`src/rtl/issue_stage.sv`:
```
// In-order issue stage: FIFO of decoded ops, scoreboard lock handshake, execute dispatch.
// Optional stall statistics are enabled with the ISSUE_STATS_EN macro.
module issue_stage #(
  parameter int DEPTH      = 4,
  parameter int REG_ADDR_W = 5,
  parameter int XLEN       = 32
) (
  input  logic                  clk,
  input  logic                  rst_n,
  input  logic                  dec_valid,
  output logic                  dec_ready,
  input  logic [REG_ADDR_W-1:0] dec_rd,
  input  logic [REG_ADDR_W-1:0] dec_rs1,
  input  logic [REG_ADDR_W-1:0] dec_rs2,
  input  logic [XLEN-1:0]       dec_payload,
  output logic [REG_ADDR_W-1:0] sb_target,
  output logic [REG_ADDR_W-1:0] sb_source1,
  output logic [REG_ADDR_W-1:0] sb_source2,
  output logic                  sb_lock,
  input  logic                  sb_exec_ok,
  output logic                  ex_valid,
  input  logic                  ex_ready,
  output logic [REG_ADDR_W-1:0] ex_rd,
  output logic [REG_ADDR_W-1:0] ex_rs1,
  output logic [REG_ADDR_W-1:0] ex_rs2,
  output logic [XLEN-1:0]       ex_payload,
  input  logic                  flush,
  output logic                  rel_valid,
  output logic [REG_ADDR_W-1:0] rel_addr,
  output logic [31:0]           stall_count
);

  localparam int PTR_W = $clog2(DEPTH);
  localparam int ENT_W = 3 * REG_ADDR_W + XLEN;
  localparam logic [PTR_W:0] PTR_ONE = {{PTR_W{1'b0}}, 1'b1};

  typedef enum logic [1:0] {IDLE, LOCK, DISPATCH} state_t;

  state_t           state;
  logic [ENT_W-1:0] mem [DEPTH];
  logic [PTR_W:0]   wr_ptr;
  logic [PTR_W:0]   rd_ptr;
  logic             empty;
  logic             full;
  logic             push;
  logic             pop;
  logic [REG_ADDR_W-1:0] head_rd;
  logic [REG_ADDR_W-1:0] head_rs1;
  logic [REG_ADDR_W-1:0] head_rs2;
  logic [XLEN-1:0]       head_payload;

  assign empty = (wr_ptr == rd_ptr);
  assign full  = (wr_ptr[PTR_W] != rd_ptr[PTR_W]) &&
                 (wr_ptr[PTR_W-1:0] == rd_ptr[PTR_W-1:0]);

  assign dec_ready = !full;
  assign push      = dec_valid && !full && !flush;
  assign pop       = (state == LOCK) && sb_exec_ok && !flush;

  assign {head_rd, head_rs1, head_rs2, head_payload} = mem[rd_ptr[PTR_W-1:0]];

  assign sb_target  = head_rd;
  assign sb_source1 = head_rs1;
  assign sb_source2 = head_rs2;

  // Suppressed during flush so the scoreboard never grants a lock nobody will track.
  assign sb_lock = (state == IDLE) && !empty && !flush;

  always_ff @(posedge clk) begin
    if (push)
      mem[wr_ptr[PTR_W-1:0]] <= {dec_rd, dec_rs1, dec_rs2, dec_payload};
  end

  always_ff @(posedge clk or negedge rst_n) begin
    if (!rst_n) begin
      wr_ptr <= '0;
      rd_ptr <= '0;
    end else if (flush) begin
      rd_ptr <= wr_ptr;
    end else begin
      if (push) wr_ptr <= wr_ptr + PTR_ONE;
      if (pop)  rd_ptr <= rd_ptr + PTR_ONE;
    end
  end

  // A grant in LOCK (or an op in DISPATCH) means the scoreboard holds a lock; flush orphans it.
  always_ff @(posedge clk or negedge rst_n) begin
    if (!rst_n) begin
      state      <= IDLE;
      ex_valid   <= 1'b0;
      ex_rd      <= '0;
      ex_rs1     <= '0;
      ex_rs2     <= '0;
      ex_payload <= '0;
      rel_valid  <= 1'b0;
      rel_addr   <= '0;
    end else begin
      rel_valid <= 1'b0;
      if (flush) begin
        state    <= IDLE;
        ex_valid <= 1'b0;
        if (state == DISPATCH) begin
          rel_valid <= 1'b1;
          rel_addr  <= ex_rd;
        end else if (state == LOCK && sb_exec_ok) begin
          rel_valid <= 1'b1;
          rel_addr  <= head_rd;
        end
      end else begin
        case (state)
          IDLE: begin
            if (!empty) state <= LOCK;
          end
          LOCK: begin
            if (sb_exec_ok) begin
              ex_rd      <= head_rd;
              ex_rs1     <= head_rs1;
              ex_rs2     <= head_rs2;
              ex_payload <= head_payload;
              ex_valid   <= 1'b1;
              state      <= DISPATCH;
            end else begin
              state <= IDLE;
            end
          end
          DISPATCH: begin
            if (ex_ready) begin
              ex_valid <= 1'b0;
              state    <= IDLE;
            end
          end
          default: state <= IDLE;
        endcase
      end
    end
  end

`ifdef ISSUE_STATS_EN
  logic [31:0] stall_q;

  // Counts scoreboard denials; saturates rather than wrapping.
  always_ff @(posedge clk or negedge rst_n) begin
    if (!rst_n)
      stall_q <= '0;
    else if (state == LOCK && !sb_exec_ok && !flush && stall_q != 32'hFFFF_FFFF)
      stall_q <= stall_q + 32'd1;
  end

  assign stall_count = stall_q;
`else
  assign stall_count = '0;
`endif

endmodule

```
`config.mk`:
```
export PLATFORM = sky130hd
export DESIGN_NAME = issue_stage
export DESIGN_NICKNAME = d
export VERILOG_FILES = /design/src/rtl/issue_stage.sv
export SDC_FILE = /design/constraint.sdc
export NUM_CORES = 1
export LEC_CHECK = 0
export ABC_AREA = 1
export CAP_MARGIN = 25
export CORE_MARGIN = 2
export CORE_UTILIZATION = 54
export DETAILED_ROUTE_END_ITERATION = 7
export HOLD_SLACK_MARGIN = 0.06
export PLACE_DENSITY = 0.82
export SYNTH_ARGS = -nofsm -noshare
export SYNTH_HDL_FRONTEND = slang
export SYNTH_SLANG_ARGS = --single-unit
```
`constraint.sdc`:
```
create_clock -name clk -period 4.4 [get_ports clk]
set_input_delay 0.88 -clock clk [delete_from_list [all_inputs] [get_ports clk]]
set_output_delay 0.88 -clock clk [all_outputs]
set_load 0.01 [all_outputs]
```
After elaboration in Yosys (flattened, before gate mapping). Memories as Yosys holds them, arrays and structs flattened. Cells that the tools add are included. W data, S select, Z words.

Bits in registers: 62. Memories kept: 1. RAM bits: 188. Bits of input ports: 53.

Add/subtract/negate cells: 2. Reductions and logical operators: 19. Eq/ne operators: 8. Bitwise logic cells: 1. Muxes and demuxes: 18.

Memory list: mem (words 4, width 47, rd ports 1, clocked after memory_dff 0, write ports 1, line 40) `logic [ENT_W-1:0] mem [DEPTH];`.

Operators with widths (count): $mux W5 (2); $ne A3 B3 Y1 const B (3); $mux W1 (8); $mux W2 (4); $logic_and A1 B1 Y1 (7); $add A3 B1 Y3 const B (2); $mux W3 (2); $pmux W2 S3 (1); $reduce_and A2 Y1 (3); $reduce_and A3 Y1 (2); $reduce_bool A2 Y1 (2); $eq A3 B3 Y1 (1); $logic_not A1 Y1 (3); $reduce_bool A3 Y1 (1); $eq A2 B1 Y1 const B (1); $eq A2 B2 Y1 (1); $eq A2 B2 Y1 const B (1); $logic_not A2 Y1 (1); $pmux W1 S2 (1); $ne A1 B1 Y1 (1); $not A1 Y1 (1).

Logic depth before layout (Yosys ltp). Gate-level depths: netlist of run 1.

Depth in word-level cells: 7. Depth in mapped cells: 9.

Least setup slack after synthesis of run 1. OpenSTA, ideal clock, no wires.

Path type: input-to-reg. Start: in flush. End: mem mem[0][0] in the netlist's numbering (enable). Data arrival time: 3.377 ns. Stages: 4. Slack: 0.572 ns. Cell sequence: buf_2 nor2_1 nand2_2 nor2_1.

Longest elaborated chain between the ends: 4.

RTL lines: start, declared (line 27) `input logic flush,`; $logic_not A1 Y1 (line 57) `assign push = dec_valid && !full && !flush;`; $logic_and A1 B1 Y1 (line 57); $mux W1 (line 70) `if (push)`; $mux W1 (implied by the code) (line 71) `mem[wr_ptr[PTR_W-1:0]] <= {dec_rd, dec_rs1, dec_rs2, dec_payload};`; end, declared (line 40).

No other way between the ends.

Final worst setup path of run 1.
Start: reg rd_ptr[0]. End: out sb_lock.

Longest elaborated chain between the ends: 4.

RTL lines: start, declared (line 42) `logic [PTR_W:0] rd_ptr;`; start signal, assigned (line 79) `rd_ptr <= wr_ptr;`; start signal, assigned (line 82) `if (pop) rd_ptr <= rd_ptr + PTR_ONE;`; $eq A3 B3 Y1 (line 52) `assign empty = (wr_ptr == rd_ptr);`; $logic_not A1 Y1; $logic_and A1 B1 Y1 (2 in a row) (line 67) `assign sb_lock = (state == IDLE) && !empty && !flush;`; end, declared (line 19) `output logic sb_lock,`.

No other way between the ends.

==> results.yml, run 1 <==
global_routing:
  grt.overflow.total: 0
  antenna_found_initial: 0
  globalRouteTotalUtil: 0.212
  grt_first_pass_wirelength_mm: 32.9
  grt_max_degree: 65
  grt_pass1_vias: 6355
placed_design:
  place.gp.congestion: 0.776
  hpwl_mm: 11.9
  io_buffers: 123
  dp.cells: 1186
route:
  dr_total_vias: 6511
  met1_length_mm: 8.53
  wl_met2_mm: 10.4
  top_layer: "met4"
  ant_nets: 0
  first_pass_iters: 8
  drc: 17
  drtIter0Drc: 557
  routed_wl_mm: 20.6
  wl_met3_mm: 1.32
  wl_per_cell_um: 16.7
  via_per_inst: 5.29
final_layout:
  final_cell_mix: "204 x nor2_1, 188 x edfxtp_1, 141 x nand2_1"
  seq_area_um2: 7200
  final_common_cell: "nor2_1"
  multi_input_area_um2: 2380
  drive_above_1_share: 0.0609
  fillers: 1268
  fin_nets: 1042
  fin_cells: 1231
  n_antenna_cell: 0
  synthToLayoutAreaGrowth_pct: 21.2
worst_setup_path:
  startpoint: "rd_ptr[0]"
  end_kind: "output port"
  r2r_end: "mem[2][0]"
  endpoint: "sb_lock"
  critical_path_required_ns: 3.52
  ff2ff_path_depth: 7
  arrival_ns: 2.94
  worstSetupPathType: "flop to output port"
  crit-reg2reg-launch: "rd_ptr[0]"
  cp_max_fo: 49
  critPathLaunchType: "flop"
  r2r_setup_slack_ns: 1.30
flow_run:
  max-cap-violations: 0
die:
  fp.dieW_um: 140
  core_um2: 18100
  io_pins: 156
  start_util: 0.553
  dieHeight_um: 140
  rows: 49
  die-area_um2: 19600
clock_tree:
  clockRootBuffer: "clkbuf_16"
  ctsResizeCount: 0
  post_cts_buffers: 0
  clkLatencyLatePin_ns: 0.51
  cts_sinks: 250
  cts.clk_slew.worst_paths_ns: 0.06
  numCtsBuffers: 25
  htreeDepth: 1
  cts_hold_buf: 0
  cts_tree: "done"
  clockBufferDepth: 3
power_and_ir_drop:
  pwr_density_cell_nw_per_um2: 666
  ir_worst_vdd_mv: 0.423
  total_power_w: 0.00807
  p_leak_nw: 4.70
synthesis:
  yosysUniqueCellTypes: 26
  yosysWarnings: 0
  syn_area_um2: 10000
  netlist_instances: 864
  synth_seq_area_share: 0.720
  avgSynthCellArea_um2: 11.6
  synth-seq-cells: 250
worst_hold_path:
  hp-class: "flop to flop"
sta:
  fin_worst_skew_ns: 0.00877
  final-hold-violation-count: 0
  slew_violations: 0
  setup_violations: 0
  relSlewSlack: 0.392
  period_share: 0.867
  min_period_ns: 3.82
  tns_ns: 0
  fmax_mhz: 262
  rsz0062_at_grt: "false"
  worst_pin_slew_ns: 0.909
  hold_slack_ns: 0.475
outcome:
  violations: "DRC"
  status: "finished with violations"
[worst min path at each step]
stage	slack [ns]	startpoint	to	cells past startpoint
2_1_floorplan	0.52	rel_addr[0]	rel_addr[0]	2
3_3_place_gp	0.46	ex_rs2[0]	ex_rs2[0]	2
3_5_place_dp	0.46	ex_rs1[3]	ex_rs1[3]	2
4_1_cts	0.48	ex_rs1[3]	ex_rs1[3]	2
5_1_grt	0.51	rel_addr[0]	rel_addr[0]	2
6_report	0.48	ex_rs1[3]	ex_rs1[3]	2
[state kept, by name, indices dropped and copies added, names as in the netlist]
register,count
mem,188
ex_payload,32
ex_rd,5
ex_rs1,5
ex_rs2,5
rel_addr,5
rd_ptr,3
wr_ptr,3
state,2
ex_valid,1
rel_valid,1
[cells in the mapped netlist, drive strengths merged]
cell type	n	area share
o31ai	1	0.00075
nand2	143	0.054
dfrtp	62	0.16
a21oi	33	0.017
nor3	1	0.00050
buf	62	0.043
o21ai	71	0.036
xnor2	2	0.0018
ha	5	0.0063
nor2	209	0.079
xor2	1	0.00088
o211ai	3	0.0023
and2	10	0.0063
conb	1	0.00038
clkbuf	12	0.0045
edfxtp	188	0.56
inv	24	0.0090
nand3	36	0.019
[kinds of logic (layout without fill, tap and decap cells)]
family,count (synthesis),in the layout,share of synthesized area
and+or+nand+nor,399,399,0.159
DFF,250,250,0.720
AOI/OAI and AO/OA,108,108,0.0551
buffers and inverters,98,205,0.0570
adders and majority gates,5,5,0.00626
xor gates and xnor gates,3,3,0.00263
other,1,32,0.000375
[area by class of cell]
class                           instances  area share
Clock buffer                           33      0.0541
Inverter                               24     0.00754
Sequential cell                       250       0.594
Timing Repair Buffer                  136       0.110
Tap cell                              229      0.0236
Multi-Input combinational cell        547       0.196
Clock inverter                         12      0.0134
[metrics by stage]
stage	util	area (µm²)	worst slack, ns
after CTS	0.670	12100	0.580
after detailed placement	0.625	11300	1.05
after global routing	0.670	12100	0.379
after global placement	0.625	11300	1.12
final	0.670	12100	0.585
after floorplan	-	10100	0.572
[worst max-delay path: stages (launching register included)]
cell	delay [ns]
dfrtp_4	0.65
clkinv_2	0.66
nand2_1	0.21
nand2_1	0.10
nand2_1	0.08
o21ai_0	0.11
inv_1	0.07
clkdlybuf4s50_1	0.52
[power by group]
part | leakage, nW | internal [W] | total [W] | switching [W]
clock | 0.393 | 0.00128 | 0.00212 | 0.000839
combinational | 1.87 | 0.00113 | 0.00261 | 0.00148
sequential | 2.44 | 0.00302 | 0.00334 | 0.000324
[routing by layer]
metal | vias up | GRT usage
met5 | - | 0
met3 | 32 | 0.0352
met2 | 269 | 0.366
li1 | 3077 | -
met4 | 0 | 0.0611
met1 | 3133 | 0.282
Note: power is estimated with default switching activity, not from simulation.
==> inputs of run 2 (changes only) <==
Settings changed: CTS_CLUSTER_DIAMETER set to 40.
==> run 2 against run 1 <==
The flow still finishes with violations (DRC); wire length grew 0.92%; global-route usage grew 0.41 points; die area is the same; clock skew grew 0.0091 ns; worst setup slack gained 0.038 ns; clock power grew 25%; cell count grew 1.3%; core utilization grew 1.7 points.
==> results.yml, run 2 (same netlist as run 1, synthesis figures left out) <==
clock_tree:
  clockBufferDepth: 3
  cts_sinks: 250
  clockRootBuffer: "clkbuf_16"
  numCtsBuffers: 34
  ctsResizeCount: 0
  clkLatencyLatePin_ns: 0.50
  cts_tree: "done"
  cts_hold_buf: 0
  post_cts_buffers: 0
  htreeDepth: 2
  cts.clk_slew.worst_paths_ns: 0.05
final_layout:
  final_common_cell: "nor2_1"
  drive_above_1_share: 0.0766
  fin_nets: 1051
  synthToLayoutAreaGrowth_pct: 24.3
  final_cell_mix: "204 x nor2_1, 188 x edfxtp_1, 141 x nand2_1"
  design_area_um2: 12400
  largest_reg_flops: 188
  n_antenna_cell: 0
  utilization: 0.687
power_and_ir_drop:
  seqPwrFrac: 0.388
  pwr-share-comb: 0.303
  p_leak_nw: 4.86
  switching_share: 0.324
  p_int_w: 0.00583
  power.switching_w: 0.00279
  ir_worst_vdd_mv: 0.402
  pwr_density_cell_nw_per_um2: 693
  clockPowerShare: 0.309
placed_design:
  hpwl_mm: 11.9
  place_area_um2: 11300
  place_ws_ns: 1.05
  io_buffers: 123
  place.gp.congestion: 0.776
sta:
  tns_ns: 0
  fin_worst_skew_ns: 0.0179
  fin_ws_ns: 0.623
  setup_violations: 0
  rsz0062_at_grt: "false"
  final-hold-violation-count: 0
  min_period_ns: 3.78
  slew_violations: 0
  relSlewSlack: 0.390
  period_share: 0.858
  worst_pin_slew_ns: 0.913
  fmax_mhz: 265
die:
  dieHeight_um: 140
  start_util: 0.553
  fp.dieW_um: 140
  core_um2: 18100
  io_pins: 156
  rows: 49
  die-area_um2: 19600
global_routing:
  antenna_found_initial: 0
  globalRouteTotalUtil: 0.216
  grt_max_degree: 65
  grt_pass1_vias: 6475
  grt_first_pass_wirelength_mm: 33.2
  grt.overflow.total: 0
worst_setup_path:
  r2r_setup_slack_ns: 1.34
  crit_path_frequent_cell: "nand2_1"
  cp.depth: 7
  ff2ff_path_depth: 7
  startpoint: "rd_ptr[0]"
  max_stage_delay_ns: 0.65
  cp_max_fo: 49
  cp_top_family: "buffers and inverters"
  critical_path_required_ns: 3.52
  end_kind: "output port"
  critPathLaunchType: "flop"
  crit-reg2reg-launch: "rd_ptr[0]"
  r2r_end: "mem[2][1]"
  cp_slowest_cell: "dfrtp_4"
  cp_num_buf_inv: 3
  worstSetupPathType: "flop to output port"
  endpoint: "sb_lock"
  crit_chain: "clkinv_2, nand2_1, nand2_1, nand2_1, o21ai_0, inv_1, clkdlybuf4s50_1"
  arrival_ns: 2.90
route:
  via_per_inst: 5.27
  dr_total_vias: 6574
  drtIter0Drc: 650
  routed_wl_mm: 20.8
  first_pass_iters: 8
  ant_nets: 0
  drc: 17
  wl_per_cell_um: 16.7
worst_hold_path:
  hp-class: "flop to flop"
flow_run:
  max-cap-violations: 0
outcome:
  status: "finished with violations"
  violations: "DRC"
[run 2: worst min path at each step]
| stage | from | end | slack, ns | depth (start not counted) |
|---|---|---|---|---|
| 2_1_floorplan | rel_addr[0] | rel_addr[0] | 0.52 | 2 |
| 3_3_place_gp | ex_rs2[0] | ex_rs2[0] | 0.46 | 2 |
| 3_5_place_dp | ex_rs1[3] | ex_rs1[3] | 0.46 | 2 |
| 4_1_cts | ex_rs1[3] | ex_rs1[3] | 0.48 | 2 |
| 5_1_grt | rel_addr[0] | rel_addr[0] | 0.50 | 2 |
| 6_report | ex_rs1[3] | ex_rs1[3] | 0.47 | 2 |
[run 2: per-stage QoR]
| stage | power (W) | hold slack, ns | std cells |
|---|---|---|---|
| after global placement | 0.00590 | 0.462 | 1186 |
| after global routing | 0.00909 | 0.501 | 1247 |
| final | 0.00862 | 0.474 | 1247 |
| after detailed placement | 0.00599 | 0.464 | 1186 |
| after floorplan | 0.00483 | 0.515 | 895 |
| after CTS | 0.00868 | 0.479 | 1247 |
[run 2: layout make-up]
class / instances / area (µm²)
Tap cell: 229 / 287
Sequential cell: 250 / 7200
Inverter: 24 / 91.3
Clock inverter: 18 / 169
Timing Repair Buffer: 136 / 1340
Multi-Input combinational cell: 547 / 2380
Fill cell: 1214 / 5660
Clock buffer: 43 / 958
[run 2: power groups by stage]
stage	registers [W]	logic, W	clock network (W)
floorplan	0.00336	0.00147	0
global placement	0.00337	0.00253	0
detailed placement	0.00338	0.00261	0
CTS	0.00334	0.00263	0.00270
global route	0.00339	0.00290	0.00280
finish	0.00334	0.00261	0.00266
[run 2: per-layer routing]
| metal | GRT usage | vias up | share of wire |
|---|---|---|---|
| li1 | - | 3103 | - |
| met1 | 0.282 | 3144 | 0.40 |
| met2 | 0.367 | 295 | 0.51 |
| met3 | 0.0462 | 32 | 0.069 |
| met4 | 0.0718 | 0 | 0.017 |
| met5 | 0 | - | 0 |
[run 2: worst min-delay path: cells and delay by family (launching register included)]
kind             cells  cell delay [ns]
flip-flops           1             0.34
AND/OR/NAND/NOR      2             0.10
